File: config.mk
export PLATFORM = sky130hd
export DESIGN_NAME = pwm_from_count
export DESIGN_NICKNAME = d
export VERILOG_FILES = /design/src/rtl/pwm_from_count.sv
export SDC_FILE = /design/constraint.sdc
export NUM_CORES = 1
export LEC_CHECK = 0
export CORE_MARGIN = 4
export CORE_UTILIZATION = 47
export DETAILED_ROUTE_END_ITERATION = 7
export PLACE_DENSITY = 0.79
export REMOVE_ABC_BUFFERS = 1
export SYNTH_ARGS = -nofsm -noshare
export SYNTH_HDL_FRONTEND = slang
export SYNTH_SLANG_ARGS = --single-unit
File: constraint.sdc
create_clock -name i_clk -period 2.2 [get_ports i_clk]
set_input_delay 0.33 -clock i_clk [delete_from_list [all_inputs] [get_ports i_clk]]
set_output_delay 0.33 -clock i_clk [all_outputs]
set_load 0.01 [all_outputs]
File: src/rtl/pwm_from_count.sv
// PWM generator driven by an upstream modulo-k count stream. Duty updates are
// double-buffered and only take effect at a period boundary (count == 0).
module pwm_from_count #(
  parameter int N = 8,
  parameter int P = 16
) (
  input  logic         i_clk,
  input  logic         i_reset_n,
  input  logic [N-1:0] i_count,
  input  logic [N-1:0] i_k,
  input  logic [N-1:0] i_duty,
  input  logic         i_duty_valid,
  output logic         o_duty_ready,
  output logic         o_pwm,
  output logic         o_update_done,
  output logic         o_running,
  output logic [P-1:0] o_periods
);

  // Handshake: a duty transfer occurs on a rising edge where i_duty_valid and
  // o_duty_ready are both high; o_duty_ready is !pending, so once a value is
  // captured the requester must hold until it has been applied.

  typedef enum logic {
    ST_IDLE = 1'b0,
    ST_RUN  = 1'b1
  } state_e;

  localparam logic [N-1:0] K_ONE   = {{(N-1){1'b0}}, 1'b1};
  localparam logic [P-1:0] PER_ONE = {{(P-1){1'b0}}, 1'b1};

  state_e       state_q, state_d;
  logic [N-1:0] active_duty_q, active_duty_d;
  logic [N-1:0] pending_duty_q, pending_duty_d;
  logic         pending_q, pending_d;
  logic         pwm_q, pwm_d;
  logic         update_done_q, update_done_d;
  logic [P-1:0] periods_q, periods_d;

  logic         period_start;
  logic         accept;
  logic         apply;
  logic [N-1:0] duty_eff;

  // A modulus of 0 or 1 means the upstream counter never leaves 0.
  assign period_start = (i_count == '0) || (i_k <= K_ONE);
  assign accept       = i_duty_valid && !pending_q;
  assign apply        = period_start && pending_q;
  assign duty_eff     = apply ? pending_duty_q : active_duty_q;

  always_comb begin
    state_d        = state_q;
    active_duty_d  = active_duty_q;
    pending_duty_d = pending_duty_q;
    pending_d      = pending_q;
    pwm_d          = 1'b0;
    update_done_d  = 1'b0;
    periods_d      = periods_q;

    if (accept) begin
      pending_duty_d = i_duty;
      pending_d      = 1'b1;
    end

    if (apply) begin
      active_duty_d = pending_duty_q;
      pending_d     = 1'b0;
      update_done_d = 1'b1;
      state_d       = ST_RUN;
    end

    // The applying cycle already runs the new duty, so it compares and counts.
    if (state_d == ST_RUN) begin
      pwm_d = (i_count < duty_eff);
      if (period_start) begin
        periods_d = periods_q + PER_ONE;
      end
    end
  end

  always_ff @(posedge i_clk or negedge i_reset_n) begin
    if (!i_reset_n) begin
      state_q        <= ST_IDLE;
      active_duty_q  <= '0;
      pending_duty_q <= '0;
      pending_q      <= 1'b0;
      pwm_q          <= 1'b0;
      update_done_q  <= 1'b0;
      periods_q      <= '0;
    end else begin
      state_q        <= state_d;
      active_duty_q  <= active_duty_d;
      pending_duty_q <= pending_duty_d;
      pending_q      <= pending_d;
      pwm_q          <= pwm_d;
      update_done_q  <= update_done_d;
      periods_q      <= periods_d;
    end
  end

  assign o_duty_ready  = !pending_q;
  assign o_pwm         = pwm_q;
  assign o_update_done = update_done_q;
  assign o_running     = (state_q == ST_RUN);
  assign o_periods     = periods_q;

endmodule

; After elaboration in Yosys (flattened, before gate mapping)
; Index checks and enable logic that the tools add are counted.
[totals]
regBits = 36
inputBits = 27
output_inout_bits = 20
wordCells = 23
[op_classes]
addsub = 1
n_lt_le_gt_ge = 2
mux = 6
n_reduce_logical = 7
[op_table]
columns = op, count
row1 = $add 16x1->16 const B, 1
row2 = $le 8x1->1 const B, 1
row3 = $logic_not 8->1, 1
row4 = $lt 8x8->1, 1
row5 = $mux 8, 1
row6 = $mux 1, 5
row7 = $logic_and 1x1->1, 2
row8 = $reduce_and 2->1, 1
row9 = $reduce_bool 2->1, 1
row10 = $logic_not 1->1, 1
row11 = $logic_or 1x1->1, 1

; Longest topological paths before layout
; Gate-level depths: netlist (run 1).
[logic_depth]
depth_word = 6
depth_mapped = 12
depth_no_buf = 12

; Worst setup path before layout (run 1)
; Ideal clock, no wire load.
[synth_path]
path_kind = in2reg
from = in i_k[6]
to = reg pwm_q, in the netlist o_pwm
setup_time_ns = 0.077
arrival_time_ns = 2.172
required_ns = 2.123
slack_ns = -0.050
cell_stages = 12
path_buffers = 1
cell_sequence = nor4_2 > nand2_1 > and2_2 > nor2_1 > buf_6 > mux2i_1 > ha_1 > a21oi_1 > nand2_1 > a21oi_1 > o21ai_0 > a21oi_1
[synth_between]
elab_chain_len = 6
elab_cells_between_ends = 7
classes_between = order compare (2) / mux (3) / reduce/logical (2)
[synth_lines]
columns = element, line_no
row1 = from (decl), 10  ; input logic [N-1:0] i_k,
row2 = $le 8x1->1 (*), 46  ; assign period_start = (i_count == '0) || (i_k <= K_ONE);
row3 = $logic_or 1x1->1 (*), 46
row4 = $logic_and 1x1->1 (*), 48  ; assign apply = period_start && pending_q;
row5 = net apply, 42  ; logic apply;
row6 = $mux 8, 49  ; assign duty_eff = apply ? pending_duty_q : active_duty_q;
row7 = $lt 8x8->1, 74  ; pwm_d = (i_count < duty_eff);
row8 = $mux 1 (*), 73  ; if (state_d == ST_RUN) begin
row9 = net pwm_d, 36  ; logic pwm_q, pwm_d;
row10 = to (signal assigned), 95  ; pwm_q <= pwm_d;
row11 = to (decl), 36
; The timed path passes the listed nets; every way through them passes the cells marked *.
; A chain may end at the register's enable or synchronous reset.

; Worst setup path in the final report (run 1)
[layout_path]
from = in i_k[7]
to = reg pwm_q, in the netlist o_pwm
[layout_between]
elab_chain_len = 6
elab_cells_between_ends = 7
classes_between = order compare (2) / mux (3) / reduce/logical (2)
[layout_lines]
columns = element, line_no
row1 = $le 8x1->1 (*), 46
row2 = $logic_or 1x1->1 (*), 46
row3 = $logic_and 1x1->1 (*), 48
row4 = $mux 8, 49
row5 = $lt 8x8->1, 74
row6 = $mux 1 (*), 73
row7 = net pwm_d, 36
; Marked as above.

==> results of run 1 <==
## timing repair
| item | CTS | global route |
|---|---|---|
| pin swaps | 11 | 11 |
| hold buffers | 0 | 0 |
| endpoints found under the setup margin | 1 | 1 |
| gates resized for setup | 28 | 10 |
| gates cloned | 0 | 0 |
| buffers inserted | 1 | 2 |
## through the flow
stage / total power (W) / instance area [sq um] / setup WS (ps)
after floorplan: 0.001171 / 1660 / -443.3
after global placement: 0.001405 / 2341 / -525.7
after detailed placement: 0.001443 / 2341 / -708.1
after CTS: 0.001888 / 2480 / 16.21
after global routing: 0.002045 / 2525 / -28.08
final: 0.001923 / 2525 / 56.90
## report_power, final
part | leakage (nW) | internal (W) | switching, W
Clock | 0.0326 | 0.000158 | 0.000215
Sequential | 0.472 | 0.000813 | 0.000115
Combinational | 0.687 | 0.000361 | 0.000262
## Yosys cell counts
cell type	instances
and4_1	2
nor4_1	2
clkbuf_1	1
nand4_1	5
ha_1	8
buf_4	1
mux2_4	2
mux2i_1	4
dfrtp_1	36
buf_6	1
nor4_2	1
or2_2	1
nand2_1	9
and2_2	1
nand4_4	1
inv_1	10
o21ai_0	2
nor2b_1	1
mux2_2	10
nand3_1	4
a21oi_1	5
nand3b_1	1
and3_1	4
o21ai_1	1
xor2_1	4
nor2_1	4
a41oi_1	1
nand4b_1	1
a2111o_1	1
nor3_1	1
a21o_1	1
nor3_2	1
xnor2_1	11
## flip-flops by register name, summed over array words and instances, names as in the netlist
name / flops
active_duty_q: 8
o_periods: 16
o_pwm: 1
o_running: 1
o_update_done: 1
pending_duty_q: 8
pending_q: 1
## layout by cell type, fill, tap and decap left out, types with 3 or more instances in the layout
cell type	netlist	routed
mux2_2	10	9
a21oi_1	5	3
nor4_2	1	3
inv_1	10	8
nand3_1	4	3
buf_4	1	25
ha_4	0	3
clkdlybuf4s50_1	0	30
ha_1	8	5
dfrtp_1	36	36
xnor2_1	11	11
nor2_1	4	3
nand4_1	5	5
dlygate4sd2_1	0	10
xor2_1	4	4
dlymetal6s2s_1	0	4
clkbuf_4	0	5
mux2_4	2	3
and3_1	4	4
nand2_1	9	8
## cells by family after synthesis
| family | Yosys count | share of synthesized area |
|---|---|---|
| flops | 36 | 0.5353 |
| xor+xnor | 15 | 0.07806 |
| simple gates | 39 | 0.1428 |
| buf+inv | 13 | 0.03569 |
| compound gates | 11 | 0.04015 |
| fa+ha+maj | 8 | 0.05948 |
| mux | 16 | 0.1086 |
## final cells by class
cell class	instances	share of cell area
sequential	36	0.3568
tap	46	0.02279
inverter	10	0.01586
timing repair buffer	71	0.2562
clock buffer	8	0.02329
multi-input combinational	89	0.3251
## per-layer routing
| layer | GRT usage | up-vias |
|---|---|---|
| li1 | - | 631 |
| met5 | 0 | - |
| met3 | 0.05090 | 14 |
| met4 | 0.1514 | 0 |
| met2 | 0.3730 | 42 |
| met1 | 0.2471 | 647 |
## worst paths after layout
check / to / startpoint / cells past startpoint / slack, ps
hold / removal: active_duty_q[5] / i_reset_n / 2 / 390
min in group i_clk: o_periods[15] / o_periods[15] / 1 / 470
max in group asynchronous: pending_duty_q[2] / i_reset_n / 2 / 1480
hold reg to reg: o_periods[15] / o_periods[15] / 1 / 470
setup reg to reg: o_pwm / pending_q / 10 / 270
setup / recovery: o_pwm / i_k[7] / 13 / 60
## critical path: cells and delay by family
kind | cells | cell delay (ps)
buffers and inverters | 2 | 370
adder cells (fa/ha/maj) | 1 | 250
AO/OA/AOI/OAI | 4 | 450
multiplexers | 1 | 270
AND/OR/NAND/NOR | 5 | 730
==> key figures, run 1 <==
Placement
  – Number of buffers added on ports: 45
  – Cell count after placement: about 250
  – Placer Congestion: ~0.86
  – HPWL after DPL: roughly 3000 um

Timing
  – Worst slew margin relative to its limit: 0.6948
  – Count of final max-slew check failures: 0
  – Setup TNS: 0 ps
  – Transition at the pin with the smallest max-transition slack: roughly 460 ps
  – Fin Clk Skew: roughly 13 ps
  – Final hold slack: between 300 and 400 ps
  – Highest attainable clock frequency: 466.6 MHz
  – Final setup viols: 0
  – Time the final worst path needs with I/O delays and setup: between 2000 and 2500 ps
  – Period utilization: 0.9741
  – Final Hold Fails: 0

Clock tree
  – Max H-tree Level: 2
  – Max Root-Sink Buffers: 2
  – Root buffer cell: clkbuf_4
  – Clk pin slew, worst setup/hold paths: about 110 ps
  – Source-to-sink clock delay at the later pin of the worst-skew pair: roughly 340 ps
  – Number of buffers created by CTS: 5
  – CTS tree: yes
  – Clock sink count: 36

Setup path
  – Cell-by-cell trace of the critical path: dlygate4sd2_1, nor4_2, nand2_1, and2_4, nor2_4, buf_6, mux2i_4, ha_4, a21oi_2, nand2_2, a21oi_2, o21ai_1, a21oi_1
  – CP arrival: between 2000 and 2500 ps
  – Crit Path Max Fanout: 5
  – Capturing element type of the critical path: flop
  – Kind of critical path: input pin to flop
  – CP max stage cell: mux2i_4
  – Crit-path max cell delay: about 270 ps
  – CP Data Required Time: about 2500 ps
  – Critical Path Most Common Cell: a21oi_2
  – Startpoint types: input pin

Layout
  – Post-layout net count: approximately 250
  – Fin util: 0.7449
  – Antenna cell count: 0
  – Layout area overhead: 50.04%
  – Multi-input logic area: 820.8 sq um
  – Non-filler cells, final: between 200 and 300
  – Share of final-layout standard cells stronger than drive strength 1: 0.2991
  – Area used by sequential logic in the layout: 900.9 sq um
  – Layout fillers: 216

Pwr
  – Worst-case vdd ir drop: about 0.00050 V
  – Leakage: ~1.2 nW
  – Power Density: around 760 nW/um^2

Hold path
  – Worst min path class: input pin to async pin

Run
  – Max-Cap Viols: 0

Routing
  – Met1 wire length: approximately 1700 um
  – Routed Antenna Nets: 0
  – Residual DRC: 0
  – Met2 routed wirelength: around 2300 um
  – Routed length on met3: 202 um
  – Vias: between 1000 and 1500
  – Vias per cell: slightly above 5
  – Final wirelength: between 4000 and 5000 um
  – Per-cell routed wire length: between 15 and 20 um
  – DRC violation total after the first TritonRoute iteration: between 40 and 50
  – Highest Signal Layer: met4
  – 1st-pass router iterations: 4

Global routing
  – Maximum number of pins on one net before global-route repair: 37
  – GR Overflow Total: 0
  – Tot GR Track Use: 0.2211
  – Vias in the first global route: about 1500
  – Antenna violations before repair: 0
  – Global-route wire length before repair: a little over 7000 um

Floorplanning
  – Die H: 67.84 um
  – Row count: 21
  – Ports: 47
  – Placeable core region: 3390 sq um
  – Area of the die: roughly 4600 sq um
  – Die width: ~68 um
  – Initial core utilization: 0.4965

Logic synthesis
  – Syn avg cell area: roughly 12 sq um
  – Number of cells produced by synthesis: 138
  – Number of distinct library cells after synthesis: 33
  – Yosys reg bits: 36
  – Synthesized area: about 1700 sq um
  – Portion of the post-synthesis area used by sequential elements: 0.5353
  – Most area-hungry cell type in the Yosys netlist: dfrtp_1
  – Number of warnings issued by yosys: 0
  – Cell types occupying the most area after synthesis: dfrtp_1, mux2_2, ha_1, xnor2_1, mux2i_1
  – Synth top area share: 0.5353

Run status
  – Status: finished, final reports clean
Note: power is estimated with default switching activity, not from simulation.
==> run 2: changes to the inputs <==
- CORE_UTILIZATION: 47 -> 50
- DONT_BUFFER_PORTS: default -> 1
- PLACE_DENSITY: 0.79 -> default
==> key figures, run 2 (synthesis results as in run 1) <==
Timing
  – Count of final max-slew check failures: 0 (unchanged)
  – Final Hold Fails: 0 (unchanged)
  – Final setup viols: 0 (unchanged)
  – Unrepaired setup endpoints after global routing: no
  – Worst Slack Setup Final: 158.9 ps (was 56.90 ps)
  – Highest attainable clock frequency: 489.9 MHz (was 466.6 MHz)
  – Time the final worst path needs with I/O delays and setup: 2041 ps (was 2143 ps)
  – Worst slew margin relative to its limit: 0.7637 (was 0.6948)
  – Fin Clk Skew: 9.969 ps (was 13.23 ps)
  – Transition at the pin with the smallest max-transition slack: 354.5 ps (was 457.8 ps)
  – Period utilization: 0.9278 (was 0.9741)

Pwr
  – Power Density: 911.1 nW/um^2 (was 761.6 nW/um^2)
  – Worst-case vdd ir drop: 0.0005628 V (was 0.0004961 V)
  – Leakage: 0.9128 nW (was 1.192 nW)
  – Total Power: 0.001757 W (was 0.001923 W)

Hold path
  – Worst min path class: input pin to flop (was input pin to async pin)

Clock tree
  – Max H-tree Level: 2 (unchanged)
  – Root buffer cell: clkbuf_4 (unchanged)
  – Setup Buffers After CTS: 0 (was 1)
  – Max Root-Sink Buffers: 2 (unchanged)
  – Clk pin slew, worst setup/hold paths: 110 ps (about the same)
  – CTS tree: yes (unchanged)
  – Number of buffers created by CTS: 5 (unchanged)
  – Clock sink count: 36 (unchanged)
  – Source-to-sink clock delay at the later pin of the worst-skew pair: 340 ps (about the same)

Routing
  – Routed Antenna Nets: 0 (unchanged)
  – Vias per cell: 5.435 (was 5.131)
  – Vias: 1087 (was 1334)
  – Residual DRC: 0 (unchanged)
  – Per-cell routed wire length: 15.44 um (was 16.79 um)
  – DRC violation total after the first TritonRoute iteration: 39 (was 44)
  – Final wirelength: 3088 um (was 4366 um)
  – 1st-pass router iterations: 4 (unchanged)

Global routing
  – Maximum number of pins on one net before global-route repair: 37 (unchanged)
  – GR Overflow Total: 0 (unchanged)
  – Antenna violations before repair: 0 (unchanged)
  – Vias in the first global route: 1113 (was 1536)
  – Global-route wire length before repair: 5023 um (was 7245 um)
  – Tot GR Track Use: 0.1549 (was 0.2211)

Placement
  – Placer Congestion: 0.8128 (was 0.8622)
  – HPWL after DPL: 2361 um (was 2998 um)
  – Number of buffers added on ports: 0 (was 45)
  – Post-Place Worst Slack: -245.2 ps (was -708.1 ps)

Setup path
  – Startpoint types: input pin (unchanged)
  – CP arrival: 2310 ps (was 2420 ps)
  – Capturing element type of the critical path: flop (unchanged)
  – Crit-path max cell delay: 340 ps (was 270 ps)
  – CP Data Required Time: 2470 ps (was 2480 ps)
  – Kind of critical path: input pin to flop (unchanged)
  – Crit Path Max Fanout: 4 (was 5)
  – Cell-by-cell trace of the critical path: nor4_1, nand2_1, and2_2, nor2_2, buf_4, mux2_2, inv_1, ha_1, nand3_1, nand2_1, a21oi_1, o21ai_0, a21oi_1 (was dlygate4sd2_1, nor4_2, nand2_1, and2_4, nor2_4, buf_6, mux2i_4, ha_4, a21oi_2, nand2_2, a21oi_2, o21ai_1, a21oi_1)
  – CP max stage cell: mux2_2 (was mux2i_4)

Run
  – Max-Cap Viols: 0 (unchanged)

Layout
  – Antenna cell count: 0 (unchanged)
  – Post-layout net count: 190 (was 248)
  – Share of final-layout standard cells stronger than drive strength 1: 0.2564 (was 0.2991)
  – Most common cell after layout, fill and taps aside: dfrtp_1 (unchanged)
  – Layout area overhead: 14.57% (was 50.04%)
  – Layout fillers: 267 (was 216)
  – Max FFs per register: 16 (unchanged)
  – Top library cells by usage in the layout, fill and taps aside: dfrtp_1, xnor2_1, inv_1, mux2_2, buf_4 (was dfrtp_1, clkdlybuf4s50_1, buf_4)

Floorplanning
  – Area of the die: 4358 sq um (was 4602 sq um)
  – Placeable core region: 3128 sq um (was 3390 sq um)
  – Die width: 66.02 um (was 67.84 um)
  – Row count: 20 (was 21)
  – Die H: 66.02 um (was 67.84 um)
  – Ports: 47 (unchanged)
  – Initial core utilization: 0.5380 (was 0.4965)

Run status
  – Status: finished, final reports clean (unchanged)
## run 2: layout make-up
type / count / area [sq um] / share of cell area
clock buffer: 5 / 37.54 / 0.01947
inverter: 10 / 37.54 / 0.01947
timing repair buffer: 13 / 125.1 / 0.06489
multi-input combinational: 89 / 728.2 / 0.3777
clock inverter: 3 / 42.54 / 0.02206
sequential: 36 / 902.1 / 0.4679
tap: 44 / 55.05 / 0.02855
## run 2: timing repair
item | 4_1_cts | 5_1_grt
resized for setup | 0 | 3
hold endpoints to repair | 36 | 0
hold buffers | 2 | 0
endpoints found under the setup margin | 0 | 1
## run 2: worst paths after layout
check	startpoint	end	slack, ps	cells past startpoint
min	i_duty[0]	pending_duty_q[0]	100	2
max reg2reg	pending_q	o_pwm	220	11
max in group asynchronous	i_reset_n	active_duty_q[5]	1580	2
max	i_count[3]	o_pwm	160	13
min reg2reg	active_duty_q[4]	active_duty_q[4]	510	2
min in group asynchronous	i_reset_n	pending_q	430	2
## run 2: report_power, final
part	switching (W)	internal [W]	leakage, nW
combinational	0.000169	0.000213	0.400
clock	0.000218	0.000237	0.0412
sequential	0.000106	0.000814	0.471
## run 2: through the flow
stage          instances  hold slack, ps  utilization  setup TNS [ps]  area [sq um]
2_1_floorplan        135           34.41            -          -443.3          1660
3_3_place_gp         190           35.28       0.5788          -240.1          1810
3_5_place_dp         190           35.46       0.5788          -245.2          1810
4_1_cts              200           87.73       0.6140               0          1921
5_1_grt              200           103.7       0.6164               0          1928
6_report             200           103.9       0.6164               0          1928
## run 2: per-layer routing
metal / track usage / share of wire
met5: 0 / 0
met4: 0.05076 / 0.011
met3: 0.07993 / 0.096
met2: 0.2353 / 0.45
met1: 0.1900 / 0.44
## run 2: critical path, delay by kind of cell
kind	cells	cell delay (ps)
mux	1	340
simple gates	6	850
compound gates	3	350
fa+ha+maj	1	230
buf+inv	2	210
